**src/rtl/jt10_mix_pkg.sv**
```systemverilog
// Shared constants and decode tables for the YM2610 mixer slot sequencer.
package jt10_mix_pkg;

  localparam int unsigned SLOTS       = 24;
  localparam int unsigned CH_PER_GRP  = 6;
  // Slots (within operator group 0) where ADPCM-A and ADPCM-B are injected
  localparam int unsigned ADPCMA_SLOT = 2;
  localparam int unsigned ADPCMB_SLOT = 5;

  typedef enum logic [1:0] {OpS1, OpS2, OpS3, OpS4} op_e;

  // Channel code for slot index within a group; code 3 is skipped
  function automatic logic [2:0] ch_code(input logic [2:0] idx);
    logic [2:0] code;
    code = 3'd0;
    unique case (idx)
      3'd0:    code = 3'd0;
      3'd1:    code = 3'd1;
      3'd2:    code = 3'd2;
      3'd3:    code = 3'd4;
      3'd4:    code = 3'd5;
      3'd5:    code = 3'd6;
      default: code = 3'd0;
    endcase
    return code;
  endfunction

  // Operator served by each group: S1, S3, S2, S4
  function automatic op_e op_order(input logic [1:0] grp);
    op_e op;
    op = OpS1;
    unique case (grp)
      2'd0: op = OpS1;
      2'd1: op = OpS3;
      2'd2: op = OpS2;
      2'd3: op = OpS4;
      default: op = OpS1;
    endcase
    return op;
  endfunction

endpackage

```
**src/rtl/jt10_sample_hold.sv**
```systemverilog
// Per-stream ADPCM sample buffer: one pending slot, one frame-held active sample,
// valid/ready intake and a saturating underrun counter.
module jt10_sample_hold #(
  parameter int unsigned W      = 16,
  parameter int unsigned UCNT_W = 8
) (
  input  logic              clk,
  input  logic              rst_n,
  input  logic              frame,
  input  logic              mix_en,
  input  logic [W-1:0]      l_in,
  input  logic [W-1:0]      r_in,
  input  logic              valid,
  output logic              ready,
  output logic [W-1:0]      l,
  output logic [W-1:0]      r,
  output logic [UCNT_W-1:0] underrun
);

  logic [W-1:0]      pend_l_q, pend_l_d, pend_r_q, pend_r_d;
  logic [W-1:0]      act_l_q, act_l_d, act_r_q, act_r_d;
  logic              full_q, full_d;
  logic [UCNT_W-1:0] ucnt_q, ucnt_d;
  logic              xfer;

  // Pending slot frees up on the frame edge, so a sample can arrive exactly then
  assign ready = ~full_q | frame;
  assign xfer  = valid & ready;

  // Next-state: promote/bypass/repeat on frame edge, otherwise buffer into pending
  always_comb begin
    pend_l_d = pend_l_q;
    pend_r_d = pend_r_q;
    act_l_d  = act_l_q;
    act_r_d  = act_r_q;
    full_d   = full_q;
    ucnt_d   = ucnt_q;
    if (frame) begin
      if (full_q) begin
        act_l_d = pend_l_q;
        act_r_d = pend_r_q;
        full_d  = xfer;
        if (xfer) begin
          pend_l_d = l_in;
          pend_r_d = r_in;
        end
      end else if (valid) begin
        act_l_d = l_in;
        act_r_d = r_in;
      end else if (ucnt_q != {UCNT_W{1'b1}}) begin
        ucnt_d = ucnt_q + 1'b1;
      end
    end else if (xfer) begin
      pend_l_d = l_in;
      pend_r_d = r_in;
      full_d   = 1'b1;
    end
  end

  // State registers with synchronous active-low reset
  always_ff @(posedge clk) begin
    if (!rst_n) begin
      pend_l_q <= '0;
      pend_r_q <= '0;
      act_l_q  <= '0;
      act_r_q  <= '0;
      full_q   <= 1'b0;
      ucnt_q   <= '0;
    end else begin
      pend_l_q <= pend_l_d;
      pend_r_q <= pend_r_d;
      act_l_q  <= act_l_d;
      act_r_q  <= act_r_d;
      full_q   <= full_d;
      ucnt_q   <= ucnt_d;
    end
  end

  assign l        = mix_en ? act_l_q : '0;
  assign r        = mix_en ? act_r_q : '0;
  assign underrun = ucnt_q;

endmodule

```
**src/rtl/jt10_mix_sched.sv**
```systemverilog
// Slot sequencer for the YM2610 output accumulator plus frame-coherent
// ADPCM-A/B sample scheduling.
module jt10_mix_sched
  import jt10_mix_pkg::*;
#(
  parameter int unsigned W      = 16,
  parameter int unsigned UCNT_W = 8
) (
  input  logic              clk,
  input  logic              rst_n,
  input  logic              clk_en,
  input  logic              mixA_en,
  input  logic              mixB_en,
  input  logic [W-1:0]      adpcmA_l_in,
  input  logic [W-1:0]      adpcmA_r_in,
  input  logic              adpcmA_valid,
  output logic              adpcmA_ready,
  input  logic [W-1:0]      adpcmB_l_in,
  input  logic [W-1:0]      adpcmB_r_in,
  input  logic              adpcmB_valid,
  output logic              adpcmB_ready,
  output logic [2:0]        cur_ch,
  output logic [1:0]        cur_op,
  output logic              s1_enters,
  output logic              s2_enters,
  output logic              s3_enters,
  output logic              s4_enters,
  output logic              zero,
  output logic [W-1:0]      adpcmA_l,
  output logic [W-1:0]      adpcmA_r,
  output logic [W-1:0]      adpcmB_l,
  output logic [W-1:0]      adpcmB_r,
  output logic              frame_done,
  output logic [UCNT_W-1:0] underrun_a,
  output logic [UCNT_W-1:0] underrun_b
);

  // Injection points must sit in operator group 0 so held samples are seen once per frame
  if (ADPCMA_SLOT >= CH_PER_GRP || ADPCMB_SLOT >= CH_PER_GRP) begin : g_bad_inject
    $error("ADPCM injection slot outside operator group 0");
  end

  localparam logic [4:0] LastSlot = 5'(SLOTS - 1);

  logic [4:0] slot_q, slot_d;
  logic       frame_done_q;
  logic       frame;
  logic [1:0] grp;
  logic [2:0] idx;
  op_e        op;

  assign frame = clk_en & (slot_q == LastSlot);

  // Slot counter advance with wrap at the end of the frame
  always_comb begin
    slot_d = slot_q;
    if (clk_en) slot_d = (slot_q == LastSlot) ? 5'd0 : slot_q + 5'd1;
  end

  // Slot counter and frame_done pulse registers
  always_ff @(posedge clk) begin
    if (!rst_n) begin
      slot_q       <= 5'd0;
      frame_done_q <= 1'b0;
    end else begin
      slot_q       <= slot_d;
      frame_done_q <= frame;
    end
  end

  assign grp        = 2'(slot_q / 5'(CH_PER_GRP));
  assign idx        = 3'(slot_q % 5'(CH_PER_GRP));
  assign op         = op_order(grp);
  assign cur_ch     = ch_code(idx);
  assign cur_op     = grp;
  assign s1_enters  = (op == OpS1);
  assign s2_enters  = (op == OpS2);
  assign s3_enters  = (op == OpS3);
  assign s4_enters  = (op == OpS4);
  assign zero       = (slot_q == 5'd0);
  assign frame_done = frame_done_q;

  jt10_sample_hold #(
    .W      (W),
    .UCNT_W (UCNT_W)
  ) u_hold_a (
    .clk      (clk),
    .rst_n    (rst_n),
    .frame    (frame),
    .mix_en   (mixA_en),
    .l_in     (adpcmA_l_in),
    .r_in     (adpcmA_r_in),
    .valid    (adpcmA_valid),
    .ready    (adpcmA_ready),
    .l        (adpcmA_l),
    .r        (adpcmA_r),
    .underrun (underrun_a)
  );

  jt10_sample_hold #(
    .W      (W),
    .UCNT_W (UCNT_W)
  ) u_hold_b (
    .clk      (clk),
    .rst_n    (rst_n),
    .frame    (frame),
    .mix_en   (mixB_en),
    .l_in     (adpcmB_l_in),
    .r_in     (adpcmB_r_in),
    .valid    (adpcmB_valid),
    .ready    (adpcmB_ready),
    .l        (adpcmB_l),
    .r        (adpcmB_r),
    .underrun (underrun_b)
  );

endmodule

```
**config.mk**
```make
export PLATFORM = sky130hd
export DESIGN_NAME = jt10_mix_sched
export DESIGN_NICKNAME = d
export VERILOG_FILES = /design/src/rtl/jt10_mix_pkg.sv /design/src/rtl/jt10_sample_hold.sv /design/src/rtl/jt10_mix_sched.sv
export SDC_FILE = /design/constraint.sdc
export NUM_CORES = 1
export LEC_CHECK = 0
export ABC_AREA = 1
export BUFFER_PORTS_ARGS = -buffer_cell sky130_fd_sc_hd__buf_4
export CORE_MARGIN = 3
export CORE_UTILIZATION = 45
export DETAILED_ROUTE_END_ITERATION = 16
export PLACE_DENSITY = 0.65
export SLEW_MARGIN = 20
export SYNTH_ARGS = -nofsm -noshare
export SYNTH_HDL_FRONTEND = slang
export SYNTH_SLANG_ARGS = --single-unit
```
**constraint.sdc**
```tcl
create_clock -name clk -period 5.8 [get_ports clk]
set_clock_uncertainty 0.05 [all_clocks]
set_input_delay 0.87 -clock clk [delete_from_list [all_inputs] [get_ports clk]]
set_output_delay 0.87 -clock clk [all_outputs]
set_load 0.01 [all_outputs]
```
# After elaboration in Yosys (flattened, before gate mapping)

Cells that the tools add are included.

Register bits after elaboration: 152
Bits of input ports: 71
Output and inout bits: 93

Bitwise logic cells: 9
Muxes and demuxes: 33
Divide/modulo/power cells: 2
Equal/unequal tests: 16
Reduce and logical (&&, ||, !) cells: 11
$add $sub $neg: 3

Operators with widths:

| cell                                                  | count |
|---|---|
| 2-to-1 mux 16 bit                                     | 24 |
| adder 8 x 1 -> 8 bit, second input constant           | 2 |
| inequality test 8 bit, second input constant          | 2 |
| one-hot mux 3 bit (5 select lines)                    | 1 |
| equality test 2 bit, second input constant            | 4 |
| one-hot mux 2 bit (4 select lines)                    | 1 |
| AND reduction 4 bit                                   | 2 |
| nonzero test 2 bit                                    | 4 |
| equality test 3 x 2 -> 1 bit, second input constant   | 2 |
| equality test 3 bit, second input constant            | 2 |
| 2-to-1 mux 1 bit                                      | 6 |
| adder 5 x 1 -> 5 bit, second input constant           | 1 |
| divider 5 x 3 -> 5 bit, second input constant         | 1 |
| equality test 5 bit, second input constant            | 1 |
| zero test 5 bit                                       | 1 |
| remainder unit 5 x 3 -> 5 bit, second input constant  | 1 |
| 2-to-1 mux 5 bit                                      | 1 |
| equality test 2 x 1 -> 1 bit, second input constant   | 2 |
| zero test 2 bit                                       | 2 |
| NOT 1 bit                                             | 4 |
| AND reduction 2 bit                                   | 2 |
| bitwise AND 1 bit                                     | 3 |
| equality test 3 x 1 -> 1 bit, second input constant   | 1 |
| inequality test 2 x 1 -> 1 bit, second input constant | 1 |
| 2 further kinds                                       | 3 |

# Longest topological paths before layout

Depth in word-level cells: 7
Depth in mapped cells: 19
Gate-level depth less buffers: 19

# Cells and area by module

Synthesis repeated with hierarchy kept, for this count alone.

Cell total of the unflattened synthesis: 1012
Area total of the unflattened synthesis: 7020.5 µm²

Modules (own cells, without submodules):

| module           | cells an instance | instances | seq. area each (µm²) | area each (µm²) |
|---|---|---|---|---|
| jt10_sample_hold | 461               | 2         | 1461.4               | 3223.1 |
| jt10_mix_sched   | 90                | 1         | 120.1                | 574.3 |

# Worst setup path before layout

OpenSTA, ideal clock, no wires.

Kind: register -> output
Start: register slot_q[3]
End: output port cur_ch[0]
Path slack: 2.659 ns
Data arrival time: 2.221 ns
Buffers on the path: 0
Stages on the path, launching flop included: 19
Cells stage by stage: dfxtp_1 inv_1 nor2_1 nand2_1 ha_1 nand2_4 nand2_1 nand2_1 inv_1 ha_1 inv_1 nand2_1 nor2_1 nand3_2 nand2_1 nand2_1 inv_1 nand3_1 nand2_1

Longest elaborated chain between the ends: 3
Elaborated cells between the ends (all ways): 7
Those cells by class: div: 1; eq/ne: 5; mux: 1

Ends and longest elaborated chain:

| what                                              | line                 | text |
|---|---|---|
| from (decl)                                       | jt10_mix_sched.sv:45 | `logic [4:0] slot_q, slot_d;` |
| from (signal assigned)                            | jt10_mix_sched.sv:66 | `slot_q <= slot_d;` |
| remainder unit 5 x 3 -> 5 bit (*)                 | jt10_mix_sched.sv:72 | `assign idx = 3'(slot_q % 5'(CH_PER_GRP));` |
| equality test 3 bit, or another cell as far along | jt10_mix_pkg.sv:16   | `unique case (idx)` |
| one-hot mux 3 bit (5 select lines) (*)            | jt10_mix_pkg.sv:16   |  |
| to (decl)                                         | jt10_mix_sched.sv:22 | `output logic [2:0] cur_ch,` |

Every way passes the cells marked *; elsewhere a longest branch is shown, timed or not.

# Worst setup path in the final report

Start: register slot_q[3]
End: output port cur_ch[2]

Same word-level chain as after synthesis.

==> flow_summary.ini <==
[detailed_routing]
viasPerCell = 4.86
wl_per_cell_um = 12.7
vias = 6657
drcViolationCount = 0
routed_wl_um = 17400
ant_nets = 0
first_pass_iters = 5
drt_iter0_drc = 347

[clock_tree]
cts.repair.resized = 0
cts_num_sinks = 152
cts_buffers = 17
cts_tree = built
clock_path_buffers = 2
hold_buffers = 0
clockRootBuffer = clkbuf_16
clk_pin_slew_ps = 60
clock_latency_ps = 420
htreeDepth = 4
cts_setup_buffers = 0

[power_and_ir_drop]
p_per_area_nw_per_um2 = 269
ir_worst_vdd_uv = 216
p_leak_nw = 4.45

[floorplanning]
die_w_um = 133
core_area_sq_um = 15500
rows = 45
io_pins = 164
fp.dieH_um = 133
design.die.area_sq_um = 17700
start_util_pct = 46.9

[timing]
slew_headroom_pct = 32.5
final-hold-violation-count = 0
rsz0062_at_grt = false
setup_viol = 0
slew_violations = 0
timing.fmax_mhz = 261
fin_crit_sh_pct = 66.1
finalCriticalPeriod_ps = 3830
tightest_slew_ps = 1010
tns_ps = 0

[yosys]
syn_nets = 1101
synthesis.area_sq_um = 7260
synth_seq_area_share_pct = 41.9
syn_area_per_cell_sq_um = 7.09
synthDistinctLibCells = 36
synth_edf_count = 0
synthCells = 1023
synthArstFlopShare_pct = 0
ys_warn_count = 0
yosys_most_used_dff = dfxtp_1
ys_ff_latch = 152

[layout]
drive_above_1_share_pct = 19.7
final_area_sq_um = 9090
diodes = 0
final_core_util_pct = 58.7
instances_no_fill = 1371
final_nets = 1225
area_delta_synth_final_pct = 25.3
n_fill_cell = 1505

[global_route]
grt_max_degree = 94
grt_first_pass_wirelength_um = 28900
grtUsageTotal_pct = 19.4
grt_pass1_vias = 6038
overflow = 0
antenna_found_initial = 0

[critical_path]
slowest_delay_ps = 460
path_cells = inv_1 -> nor2_1 -> nand2_1 -> ha_1 -> nand2_4 -> nand2_1 -> nand2_1 -> inv_1 -> ha_1 -> inv_1 -> nand2_1 -> nor2_1 -> nand3_2 -> nand2_1 -> nand2_1 -> inv_1 -> nand2_1 -> nand2_1 -> inv_1 -> buf_4
arrival_ps = 2910
critPathSlowestCell = dfxtp_1
crit_type = flop to primary output
worst-path-max-fanout = 8
cp.required_ps = 4880
worst_setup_path_start_kind = flop
critical_path.endpoint_type = primary output
cpMostUsedCell = nand2_1

[status]
status = completed

[place]
dpl.hpwl_um = 11300
io_buffers = 163
placed_area_sq_um = 8490
gp_congestion = 0.815
dp_cells = 1339

[job]
cap_viol_max_count = 0

[worst_hold_path]
min_path_type = flop to flop
==> report_power, final <==
group          leakage, nW  switching, mW  internal [mW]
clock                0.272          0.430          0.687
combinational         2.93          0.126         0.0815
sequential            1.24         0.0338           1.08
==> stage by stage <==
stage	setup WS, ps	hold slack (ps)	total power, mW
final	1970	395	2.44
after CTS	1940	399	2.47
after global placement	2490	383	1.34
after detailed placement	2400	388	1.35
after global routing	1600	412	2.54
after floorplan	2660	374	1.28
==> cell families (layout without fill, tap and decap cells) <==
group,count (synthesis),in the layout,synth area share (%)
fa+ha+maj,7,7,1.21
simple gates,316,316,18.7
compound gates,268,268,22.3
xor+xnor,5,5,0.603
buf+inv,275,412,15.2
flops,152,152,41.9
==> synth_stat cells (2+ instances only) <==
library cell  count  area, sq um
a211oi_1         92          691
a21oi_1          69          345
a21oi_2          10         87.6
a31oi_1           2         12.5
buf_2             5         25.0
buf_4             3         22.5
buf_6             5         56.3
clkbuf_1         48          180
dfxtp_1         152         3040
ha_1              7         87.6
inv_1           208          781
inv_2             3         11.3
nand2_1         164          616
nand2_4           3         33.8
nand3_1          19         95.1
nand3_2           3         30.0
nand3_4           3         52.6
nand4_1           3         18.8
nor2_1          101          379
nor3_1           13         65.1
o21ai_0          55          275
o21ai_1          37          185
o21ai_2           2         17.5
xor2_1            4         35.0
==> metal layers <==
| metal | GRT usage (%) | wire length [um] | vias to the layer above |
|---|---|---|---|
| li1 | - | - | 3516 |
| met5 | 0 | 0 | - |
| met3 | 4.71 | 912 | 12 |
| met4 | 5.66 | 138 | 0 |
| met1 | 26.2 | 8420 | 2985 |
| met2 | 31.0 | 7890 | 144 |
==> worst paths after layout <==
kind | from | endpoint | slack, ps | cells after the start
setup / recovery | slot_q[3] | cur_ch[2] | 1970 | 20
hold reg to reg | u_hold_b.act_r_q[2] | u_hold_b.act_r_q[2] | 400 | 2
setup reg to reg | u_hold_b.full_q | u_hold_b.pend_l_q[7] | 2610 | 6
hold / removal | u_hold_b.act_r_q[2] | u_hold_b.act_r_q[2] | 400 | 2
==> critical path, delay by kind of cell (launching register included) <==
| kind | cells | cell delay (ps) |
|---|---|---|
| DFF | 1 | 460 |
| buffers and inverters | 6 | 460 |
| adders and majority gates | 2 | 430 |
| and+or+nand+nor | 12 | 1130 |
==> registers in the layout, indices dropped and copies added, names as in the netlist <==
register and count:
u_hold_a.pend_r_q 16, u_hold_b.pend_r_q 16, u_hold_b.full_q 1, slot_q 5, u_hold_a.underrun 8, u_hold_b.underrun 8, u_hold_b.act_l_q 16, u_hold_b.pend_l_q 16
u_hold_a.act_l_q 16, u_hold_a.pend_l_q 16, u_hold_a.act_r_q 16, u_hold_a.full_q 1, frame_done 1, u_hold_b.act_r_q 16
==> layout make-up <==
class	count	area, sq um	area share [%]
well taps	211	264	2.90
flip-flops and latches	152	3050	33.5
repair buffers	167	1250	13.8
multi-input cells	596	3130	34.4
clock buffers	21	450	4.95
clock inverters	11	149	1.64
inverters	213	802	8.82
==> cells in the final DEF, fill, tap and decap left out, drive strengths merged <==
master,count
buf,167
clkbuf,21
xnor2,1
nand4,4
xor2,4
nand3,25
ha,7
o21a,1
nor2,103
clkinv,2
a31oi,2
a211oi,92
a21oi,79
nor4,1
dfxtp,152
and3,1
nor3,13
inv,213
clkinvlp,6
o21ai,94
nor3b,1
bufinv,3
nand2,168
Note: power is estimated with default switching activity, not from simulation.
